===== src/rtl/param_multicycle_proc.sv =====
// Multi-cycle processor: fetches from a synchronous ROM and executes mv/mvi/add/sub
// on NREG registers of DATA_W bits, with a combinational debug read port.
module param_multicycle_proc #(
  parameter int unsigned DATA_W = 8,
  parameter int unsigned NREG   = 8,
  parameter int unsigned ADDR_W = 5,
  localparam int unsigned RS    = $clog2(NREG)
) (
  input  logic              M_clock,
  input  logic              resetn,
  input  logic              run,
  input  logic [DATA_W-1:0] DIN,
  output logic [ADDR_W-1:0] pc,
  output logic [DATA_W-1:0] bus,
  output logic              done,
  input  logic [RS-1:0]     dbg_sel,
  output logic [DATA_W-1:0] dbg_q
);

  localparam int unsigned IR_W = 2 + 2 * RS;

  localparam logic [1:0] OP_MV  = 2'b00;
  localparam logic [1:0] OP_MVI = 2'b01;
  localparam logic [1:0] OP_ADD = 2'b10;
  localparam logic [1:0] OP_SUB = 2'b11;

  typedef enum logic [2:0] {
    S_IDLE,
    S_FETCH,
    S_LOAD,
    S_EXEC,
    S_IMM,
    S_ALU,
    S_WB
  } state_e;

  state_e              state_q, state_d;
  logic [ADDR_W-1:0]   pc_q, pc_d;
  logic [IR_W-1:0]     ir_q, ir_d;
  logic [DATA_W-1:0]   a_q, a_d;
  logic [DATA_W-1:0]   g_q, g_d;
  logic [DATA_W-1:0]   bus_q, bus_d;
  logic                done_q, done_d;
  logic [DATA_W-1:0]   r_q [NREG];

  logic                wr_en;
  logic [DATA_W-1:0]   wr_data;
  logic [1:0]          op;
  logic [RS-1:0]       x_idx, y_idx;
  logic [DATA_W-1:0]   rx, ry;

  assign op    = ir_q[1:0];
  assign x_idx = ir_q[2+RS-1:2];
  assign y_idx = ir_q[2+2*RS-1:2+RS];
  assign rx    = r_q[x_idx];
  assign ry    = r_q[y_idx];

  // State, program counter and datapath registers
  always_ff @(posedge M_clock) begin
    if (!resetn) begin
      state_q <= S_IDLE;
      pc_q    <= '0;
      ir_q    <= '0;
      a_q     <= '0;
      g_q     <= '0;
      bus_q   <= '0;
      done_q  <= 1'b0;
    end else begin
      state_q <= state_d;
      pc_q    <= pc_d;
      ir_q    <= ir_d;
      a_q     <= a_d;
      g_q     <= g_d;
      bus_q   <= bus_d;
      done_q  <= done_d;
    end
  end

  // Register file
  always_ff @(posedge M_clock) begin
    if (!resetn) begin
      for (int i = 0; i < int'(NREG); i++) begin
        r_q[i] <= '0;
      end
    end else if (wr_en) begin
      r_q[x_idx] <= wr_data;
    end
  end

  // done is registered, so it is raised one state ahead of the write step
  always_comb begin
    state_d = state_q;
    pc_d    = pc_q;
    ir_d    = ir_q;
    a_d     = a_q;
    g_d     = g_q;
    bus_d   = bus_q;
    done_d  = 1'b0;
    wr_en   = 1'b0;
    wr_data = '0;
    case (state_q)
      S_IDLE: begin
        if (run) state_d = S_FETCH;
      end
      S_FETCH: begin
        state_d = S_LOAD;
      end
      S_LOAD: begin
        ir_d    = DIN[IR_W-1:0];
        pc_d    = pc_q + ADDR_W'(1);
        done_d  = (DIN[1:0] == OP_MV);
        state_d = S_EXEC;
      end
      S_EXEC: begin
        case (op)
          OP_MV: begin
            wr_en   = 1'b1;
            wr_data = ry;
            bus_d   = ry;
            state_d = run ? S_FETCH : S_IDLE;
          end
          OP_MVI: begin
            done_d  = 1'b1;
            state_d = S_IMM;
          end
          default: begin
            a_d     = rx;
            state_d = S_ALU;
          end
        endcase
      end
      S_IMM: begin
        wr_en   = 1'b1;
        wr_data = DIN;
        bus_d   = DIN;
        pc_d    = pc_q + ADDR_W'(1);
        state_d = run ? S_FETCH : S_IDLE;
      end
      S_ALU: begin
        g_d     = (op == OP_SUB) ? (a_q - ry) : (a_q + ry);
        done_d  = 1'b1;
        state_d = S_WB;
      end
      S_WB: begin
        wr_en   = 1'b1;
        wr_data = g_q;
        bus_d   = g_q;
        state_d = run ? S_FETCH : S_IDLE;
      end
      default: begin
        state_d = S_IDLE;
      end
    endcase
  end

  assign pc    = pc_q;
  assign bus   = bus_q;
  assign done  = done_q;
  assign dbg_q = r_q[dbg_sel];

  // OP_ADD is the default arithmetic path; keep the name referenced for readers
  logic unused_op_add;
  assign unused_op_add = ^OP_ADD;

endmodule


===== config.mk =====
export PLATFORM = sky130hd
export DESIGN_NAME = param_multicycle_proc
export DESIGN_NICKNAME = d
export VERILOG_FILES = /design/src/rtl/param_multicycle_proc.sv
export SDC_FILE = /design/constraint.sdc
export NUM_CORES = 1
export LEC_CHECK = 0
export BUFFER_PORTS_ARGS = -buffer_cell sky130_fd_sc_hd__buf_2
export CORE_ASPECT_RATIO = 1.75
export CORE_MARGIN = 5
export CORE_UTILIZATION = 60
export DETAILED_ROUTE_END_ITERATION = 6
export PLACE_DENSITY = 0.78
export SYNTH_ARGS = -nofsm -noshare
export SYNTH_HDL_FRONTEND = slang
export SYNTH_SLANG_ARGS = --single-unit

===== constraint.sdc =====
create_clock -name M_clock -period 5.1 [get_ports M_clock]
set_clock_uncertainty 0.15 [all_clocks]
set_input_delay 0.51 -clock M_clock [delete_from_list [all_inputs] [get_ports M_clock]]
set_output_delay 0.51 -clock M_clock [all_outputs]
set_load 0.01 [all_outputs]

==> results.py, run 1 <==
metrics = {
    "outcome": {
        "status": "complete, no violations",
    },
    "grt": {
        "grt_pass1_wl_mm": 25.7,
        "grt_max_degree": 53,
        "grt-ovfl-total": 0,
        "grt_antenna_before_repair": 0,
        "track_usage_pct": 26.7,
        "grt_pass1_vias": 4778,
    },
    "clock_tree": {
        "post_cts_buffers": 0,
        "cts-resized-gates": 0,
        "cts_buffers": 9,
        "ctsLongestPathBuffers": 2,
        "clk_latency_ns": 0.35,
        "hold_buffers": 0,
        "cts_root_buffer": "clkbuf_16",
        "htree_levels": 3,
        "clock-sinks": 108,
        "path_clk_slew_ns": 0.07,
        "cts_tree": "yes",
    },
    "cells_and_area": {
        "area_growth_pct": 7.56,
        "register_area_mm2": 0.00280,
        "nFillCells": 793,
        "drive_above_1_share_pct": 19.6,
        "multiInputGateArea_mm2": 0.00325,
        "n_antenna_cell": 0,
        "final_area_mm2": 0.00671,
        "post-route-util_pct": 65.6,
        "final_nets": 617,
    },
    "route": {
        "via_count": 4726,
        "viasPerCell": 6.53,
        "drt_iter0_drc": 422,
        "dr.pass1.iters": 5,
        "ant_nets": 0,
        "drcViolationCount": 0,
        "detail_route.wirelength_mm": 16.3,
        "wl_per_cell_um": 22.5,
    },
    "timing": {
        "setup_viol": 0,
        "hold_violations": 0,
        "fmax_mhz": 268,
        "min_period_ns": 3.74,
        "maxSlewHeadroom_pct": 42.6,
        "drv_slew": 0,
        "period_share_pct": 73.2,
        "rsz0062_at_grt": "false",
        "tightest_slew_ns": 0.860,
        "final.setup.tns_ns": 0,
    },
    "critical_path": {
        "crit_arrival_ns": 3.81,
        "crit_path_end_kind": "flip-flop",
        "required_ns": 5.18,
        "crit_slowest_cell": "dfxtp_1",
        "slowest_delay_ns": 0.63,
        "regToRegSetupSlack_ns": 1.36,
        "reg2reg_depth": 12,
        "cp_cell_sequence": "mux4_2 -> mux2i_1 -> ha_1 -> a21oi_1 -> ha_1 -> a21o_1 -> a21o_1 -> a21o_1 -> a21o_1 -> a31oi_1 -> xnor2_1 -> a21oi_1",
        "worst_path_most_repeated_cell": "a21o_1",
        "worstSetupStartpointType": "flip-flop",
        "crit_fanout": 10,
        "crit_type": "reg2reg",
        "r2r-end": "g_q[7]$_SDFFE_PN0P_",
    },
    "placement": {
        "dpl.hpwl_mm": 12.6,
        "gp_congestion": 1.01,
        "postPlaceCellArea_mm2": 0.00644,
        "numPortBuffers": 35,
    },
    "min_path": {
        "min-delay-start": "DIN[3]",
        "hold_end": "ir_q[3]$_SDFFE_PN0P_",
        "hp-class": "in2reg",
        "min_path_cells": 3,
    },
    "floorplan": {
        "rows": 49,
        "die_h_um": 145,
        "core_mm2": 0.0102,
        "initial_core_util_pct": 61.0,
        "num_io_pins": 36,
        "die_area_mm2": 0.0126,
        "die_w_um": 87.1,
    },
    "power": {
        "p_clk_share_pct": 33.8,
        "power.density_mw_per_mm2": 288,
        "power_switching_uw": 518,
        "p_total_mw": 1.94,
        "switching_share_pct": 26.8,
        "vdd_drop_max_mv": 0.216,
        "pwr-share-seq_pct": 51.4,
        "combPwrFrac_pct": 14.8,
        "power_leakage_nw": 2.45,
        "intPower_mw": 1.42,
    },
    "synth": {
        "avgSynthCellArea_um2": 10.8,
        "synth-seq-cells": 108,
        "synth.yosys.seq_area_share_pct": 44.9,
        "synth_flop_cell": "edfxtp_1",
        "yosysWarnings": 0,
        "synth_edf_count": 64,
        "synth.distinct_cells": 53,
        "syn_nets": 602,
        "ys_async_sr_fraction_pct": 0,
        "synthCells": 578,
        "synth_area_mm2": 0.00624,
    },
    "job": {
        "drv_cap": 0,
    },
}
through the flow:
stage                     hold slack (ns)  cells  worst slack [ns]
final                               0.277    724              1.36
after global routing                0.286    724              1.14
after CTS                           0.275    724              1.39
after detailed placement            0.328    709              1.42
after global placement              0.314    709              1.46
after floorplan                     0.293    578              1.59
layout by cell type (no fill, tap or decap), types with 10 or more instances in the layout:
master,Yosys,routed
buf_2,6,35
a21oi_1,17,17
mux2_2,14,14
edfxtp_1,64,64
xnor2_1,10,10
dfxtp_1,44,44
nor2_1,118,118
a21boi_0,10,10
and2_1,13,13
mux2i_1,33,33
mux4_2,35,35
o21ai_0,22,22
nand2_1,42,42
logic make-up after synthesis:
group / Yosys count / synth area share, %
buffers and inverters: 42 / 3.09
xor gates and xnor gates: 17 / 2.39
muxes: 82 / 20.4
DFF: 108 / 44.9
adders and majority gates: 10 / 2.13
and+or+nand+nor: 216 / 15.5
AOI/OAI and AO/OA: 103 / 11.5
Yosys cell counts, types with 2 or more instances:
cell type  number  area [um2]
buf_2           6        30.0
clkbuf_1       22        82.6
nor2_2          2        12.5
o211a_1         6        60.1
nor2_1        118         443
xnor2_1        10        87.6
mux2i_1        33         330
and3_1          2        12.5
nand3_1         3        15.0
o21ai_0        22         110
o21a_1          8        60.1
edfxtp_1       64        1920
a221oi_1        9        78.8
mux2_2         14         158
a21boi_0       10        75.1
o22ai_1         7        43.8
a21oi_1        17        85.1
ha_1            9         113
nand2_1        42         158
xor2_1          7        61.3
nor2b_1         9        56.3
a211oi_1        2        15.0
buf_1           2        7.51
o21ai_1         2        10.0
nor3_1          6        30.0
nand4_1         4        25.0
nor4_1          2        12.5
a21o_1          8        60.1
dfxtp_1        44         881
mux4_2         35         788
nand2b_1        6        37.5
a31oi_1         3        18.8
nor3_2          4        40.0
buf_6           3        33.8
and2_1         13        81.3
inv_1           7        26.3
power by group through the flow:
stage               Combinational (mW)  Clock, mW  Sequential (mW)
floorplan                        0.236          0            0.984
global placement                 0.276          0             1.01
detailed placement               0.285          0             1.01
CTS                              0.287      0.660            0.992
global route                     0.313      0.694            0.998
finish                           0.287      0.654            0.994
per-layer routing:
metal / GRT usage (%) / part of all wire, %
met3: 4.48 / 5.4
met5: 0 / 0
met4: 13.8 / 5.8
met1: 29.6 / 34
met2: 47.5 / 55
worst max-delay path, delay by kind of cell, from the launching register on:
kind	cells	cell delay, ns
muxes	2	0.84
adders and majority gates	2	0.59
xor gates and xnor gates	1	0.14
DFF	1	0.63
AOI/OAI and AO/OA	7	1.27
worst max path at each step:
stage,depth (start not counted),from,slack (ns),end
after CTS,12,flip-flop,1.39,g_q[7]$_SDFFE_PN0P_
after detailed placement,12,flip-flop,1.42,g_q[7]$_SDFFE_PN0P_
after global placement,12,flip-flop,1.46,g_q[6]$_SDFFE_PN0P_
after global routing,12,flip-flop,1.14,g_q[7]$_SDFFE_PN0P_
after floorplan,14,flip-flop,1.59,g_q[7]$_SDFFE_PN0P_
final,12,flip-flop,1.36,g_q[7]$_SDFFE_PN0P_
registers in the layout, indices dropped and copies added, names as in the netlist, named ones only:
name	cells
r_q	64
a_q	8
bus	8
g_q	8
ir_q	8
pc	5
state_q	3
done	1
layout make-up:
type                    instances  area share, %
clock inverters                 6          0.727
clock buffers                   9           3.36
repair buffers                 39           3.06
flip-flops and latches        108           41.8
multi-input cells             428           48.4
well taps                     127           2.37
inverters                       7          0.391
Note: power is estimated with default switching activity, not from simulation.
==> run 2: changes to the inputs <==
--- a/config.mk
+++ b/config.mk
@@ -5,12 +5,13 @@
 export SDC_FILE = /design/constraint.sdc
 export NUM_CORES = 1
 export LEC_CHECK = 0
+export ABC_AREA = 1
 export BUFFER_PORTS_ARGS = -buffer_cell sky130_fd_sc_hd__buf_2
 export CORE_ASPECT_RATIO = 1.75
 export CORE_MARGIN = 5
-export CORE_UTILIZATION = 60
+export CORE_UTILIZATION = 56
 export DETAILED_ROUTE_END_ITERATION = 6
-export PLACE_DENSITY = 0.78
+export PLACE_DENSITY = 0.76
 export SYNTH_ARGS = -nofsm -noshare
 export SYNTH_HDL_FRONTEND = slang
 export SYNTH_SLANG_ARGS = --single-unit
==> constraint.sdc (replaced) <==
create_clock -name M_clock -period 3.3 [get_ports M_clock]
set_clock_uncertainty 0.15 [all_clocks]
set_input_delay 0.33 -clock M_clock [delete_from_list [all_inputs] [get_ports M_clock]]
set_output_delay 0.33 -clock M_clock [all_outputs]
set_load 0.01 [all_outputs]
==> run 2 against run 1 <==
Effect of this change:
- maximum frequency up 23%
- power is 71% higher
- via count up 26%
- combinational power grew to 2.7 times the previous value
- die area rose by 6.9%
- global-route usage grew 5.4 points
- critical endpoint unchanged
- highest routed layer unchanged
==> results.py, run 2 <==
metrics = {
    "cells_and_area": {
        "register_area_mm2": 0.00280,
        "final_nets": 862,
        "n_antenna_cell": 0,
        "drive_above_1_share_pct": 11.6,
        "nFillCells": 1004,
        "largest_reg_flops": 64,
        "regMostFlops": "r_q",
        "final_common_cell": "nand2_1",
        "final_cell_mix": "nand2_1, nor2_1, inv_1",
        "multiInputGateArea_mm2": 0.00283,
        "layoutNonFillerInstCount": 975,
        "post-route-util_pct": 61.4,
        "area_growth_pct": 8.20,
    },
    "synth": {
        "synth_area_leaders": "edfxtp_1, dfxtp_1, nand2_1",
        "avgSynthCellArea_um2": 7.66,
        "synth_area_mm2": 0.00627,
        "synth_most_common_cell": "nand2_1",
        "yosysTopAreaCellShare_pct": 30.7,
        "synth_edf_count": 64,
        "ys_async_sr_fraction_pct": 0,
        "synth-seq-cells": 108,
        "synth.yosys.seq_area_share_pct": 44.7,
        "synth_commonest_cells": "nand2_1, nor2_1, inv_1",
        "synthCells": 818,
        "synth_flop_cell": "edfxtp_1",
        "yosysWarnings": 0,
        "synth.distinct_cells": 44,
        "synth_top_area_cell": "edfxtp_1",
        "syn_nets": 842,
    },
    "timing": {
        "period_share_pct": 91.9,
        "final.setup.tns_ns": 0,
        "setup_viol": 0,
        "maxSlewHeadroom_pct": 46.6,
        "fmax_mhz": 330,
        "layout_setup_ws_ns": 0.266,
        "tightest_slew_ns": 0.800,
        "drv_slew": 0,
        "hold_violations": 0,
        "min_period_ns": 3.03,
        "rsz0062_at_grt": "false",
    },
    "power": {
        "pwr-share-seq_pct": 46.0,
        "p_clk_share_pct": 31.0,
        "intPower_mw": 2.24,
        "combPwrFrac_pct": 23.1,
        "power_leakage_nw": 2.75,
        "power_switching_mw": 1.07,
        "p_total_mw": 3.30,
        "switching_share_pct": 32.3,
        "vdd_drop_max_mv": 0.425,
        "power.density_mw_per_mm2": 487,
    },
    "clock_tree": {
        "clk_latency_ns": 0.35,
        "post_cts_buffers": 0,
        "cts_tree": "yes",
        "cts_buffers": 9,
        "ctsLongestPathBuffers": 2,
        "path_clk_slew_ns": 0.08,
        "cts_root_buffer": "clkbuf_16",
        "htree_levels": 3,
        "clock-sinks": 108,
        "cts-resized-gates": 0,
        "hold_buffers": 0,
    },
    "placement": {
        "numPortBuffers": 35,
        "place_inst": 958,
        "gp_congestion": 0.968,
        "dpl_worst_slack_ns": 0.280,
        "dpl.hpwl_mm": 16.5,
    },
    "grt": {
        "grt_max_degree": 50,
        "grt_pass1_wl_mm": 32.7,
        "grt_antenna_before_repair": 0,
        "grt-ovfl-total": 0,
        "grt_pass1_vias": 5743,
        "track_usage_pct": 32.1,
    },
    "critical_path": {
        "cp_cell_sequence": "inv_1 -> nand2_1 -> nand3_1 -> nand3_1 -> nand2_2 -> ha_1 -> nand3_1 -> o31ai_2 -> xor2_1 -> ha_1 -> a21oi_1 -> o21ai_0 -> a21oi_1 -> nand3_1 -> nand2_1 -> nor2_1 -> nor2_1",
        "cp_top_family": "simple AND/OR/NAND/NOR gates",
        "slowest_delay_ns": 0.39,
        "crit_arrival_ns": 3.17,
        "worstSetupStartpointType": "flip-flop",
        "cp_num_cells": 17,
        "crit_path_end_kind": "flip-flop",
        "required_ns": 3.43,
        "crit_slowest_cell": "edfxtp_1",
        "crit_fanout": 3,
        "crit_type": "reg2reg",
        "worst_path_most_repeated_cell": "nand3_1",
        "crit_buf_inv": 1,
        "reg2reg_depth": 17,
    },
    "floorplan": {
        "die_h_um": 150,
        "initial_core_util_pct": 56.8,
        "rows": 51,
        "num_io_pins": 36,
        "die_area_mm2": 0.0135,
        "die_w_um": 90.0,
        "core_mm2": 0.0110,
    },
    "route": {
        "via_count": 5970,
        "dr.pass1.iters": 7,
        "drcViolationCount": 0,
        "ant_nets": 0,
        "wl_per_cell_um": 22.1,
        "drt_iter0_drc": 629,
        "viasPerCell": 6.12,
        "detail_route.wirelength_mm": 21.6,
    },
    "min_path": {
        "hp-class": "in2reg",
        "min_path_cells": 3,
    },
    "outcome": {
        "status": "complete, no violations",
    },
    "job": {
        "drv_cap": 0,
    },
}
[run 2: changes by cell type after synthesis, sizes merged, moves of 9 or more]
cell	delta
nand3	+52
nand2	+123
o21ai	+43
nor2b	-9
and2	-13
inv	+100
mux2	-14
mux2i	-33
a21boi	-10
mux4	-35
o211ai	+26
a21oi	+53
[run 2: logic make-up after synthesis]
| logic type | share of synthesized area [%] |
|---|---|
| compound gates | 18.0 |
| xor+xnor | 1.40 |
| fa+ha+maj | 2.12 |
| buf+inv | 10.1 |
| flops | 44.7 |
| simple gates | 23.7 |
[run 2: power by group through the flow]
| stage | clock [mW] | sequential [mW] | combinational (mW) |
|---|---|---|---|
| after floorplan | 0 | 1.53 | 0.529 |
| after global routing | 1.08 | 1.52 | 0.829 |
| after global placement | 0 | 1.54 | 0.716 |
| after detailed placement | 0 | 1.54 | 0.735 |
| after CTS | 1.02 | 1.51 | 0.740 |
| final | 1.02 | 1.52 | 0.762 |
[run 2: final timing paths]
check                                        startpoint                   end  slack (ns)
worst max-delay path            r_q[2][1]$_SDFFCE_PN0P_   g_q[7]$_SDFFE_PN0P_        0.27
worst min-delay path                             DIN[1]  ir_q[1]$_SDFFE_PN0P_        0.13
worst max register to register  r_q[2][1]$_SDFFCE_PN0P_   g_q[7]$_SDFFE_PN0P_        0.27
worst min register to register      g_q[1]$_SDFFE_PN0P_   g_q[1]$_SDFFE_PN0P_        0.31
[run 2: final cells by class]
type                            count  share of cell area (%)
Sequential cell                   108                    41.3
Clock buffer                       11                    3.43
Tap cell                          132                    2.43
Clock inverter                      5                   0.627
Timing Repair Buffer               46                    4.24
Multi-Input combinational cell    564                    41.8
Inverter                          109                    6.14
[run 2: metal layers]
layer	wire, um	track usage (%)	up-vias
met1	7430	34.8	2769
met2	10400	54.1	329
met3	1520	4.38	99
met4	2260	28.9	0
met5	0	0	-
li1	-	-	2773
[run 2: worst register-to-register path, cell delays in order (launching register included)]
cell,delay (ns)
edfxtp_1,0.39
inv_1,0.22
nand2_1,0.09
nand3_1,0.08
nand3_1,0.11
nand2_2,0.13
ha_1,0.20
nand3_1,0.14
o31ai_2,0.22
xor2_1,0.19
ha_1,0.29
a21oi_1,0.15
o21ai_0,0.11
a21oi_1,0.20
nand3_1,0.11
nand2_1,0.07
nor2_1,0.04
nor2_1,0.08
[run 2: stage by stage]
| stage | instance area, um2 | hold slack, ns |
|---|---|---|
| floorplan | 6270 | 0.280 |
| global placement | 6480 | 0.303 |
| detailed placement | 6480 | 0.304 |
| CTS | 6750 | 0.129 |
| global route | 6780 | 0.149 |
| finish | 6780 | 0.133 |
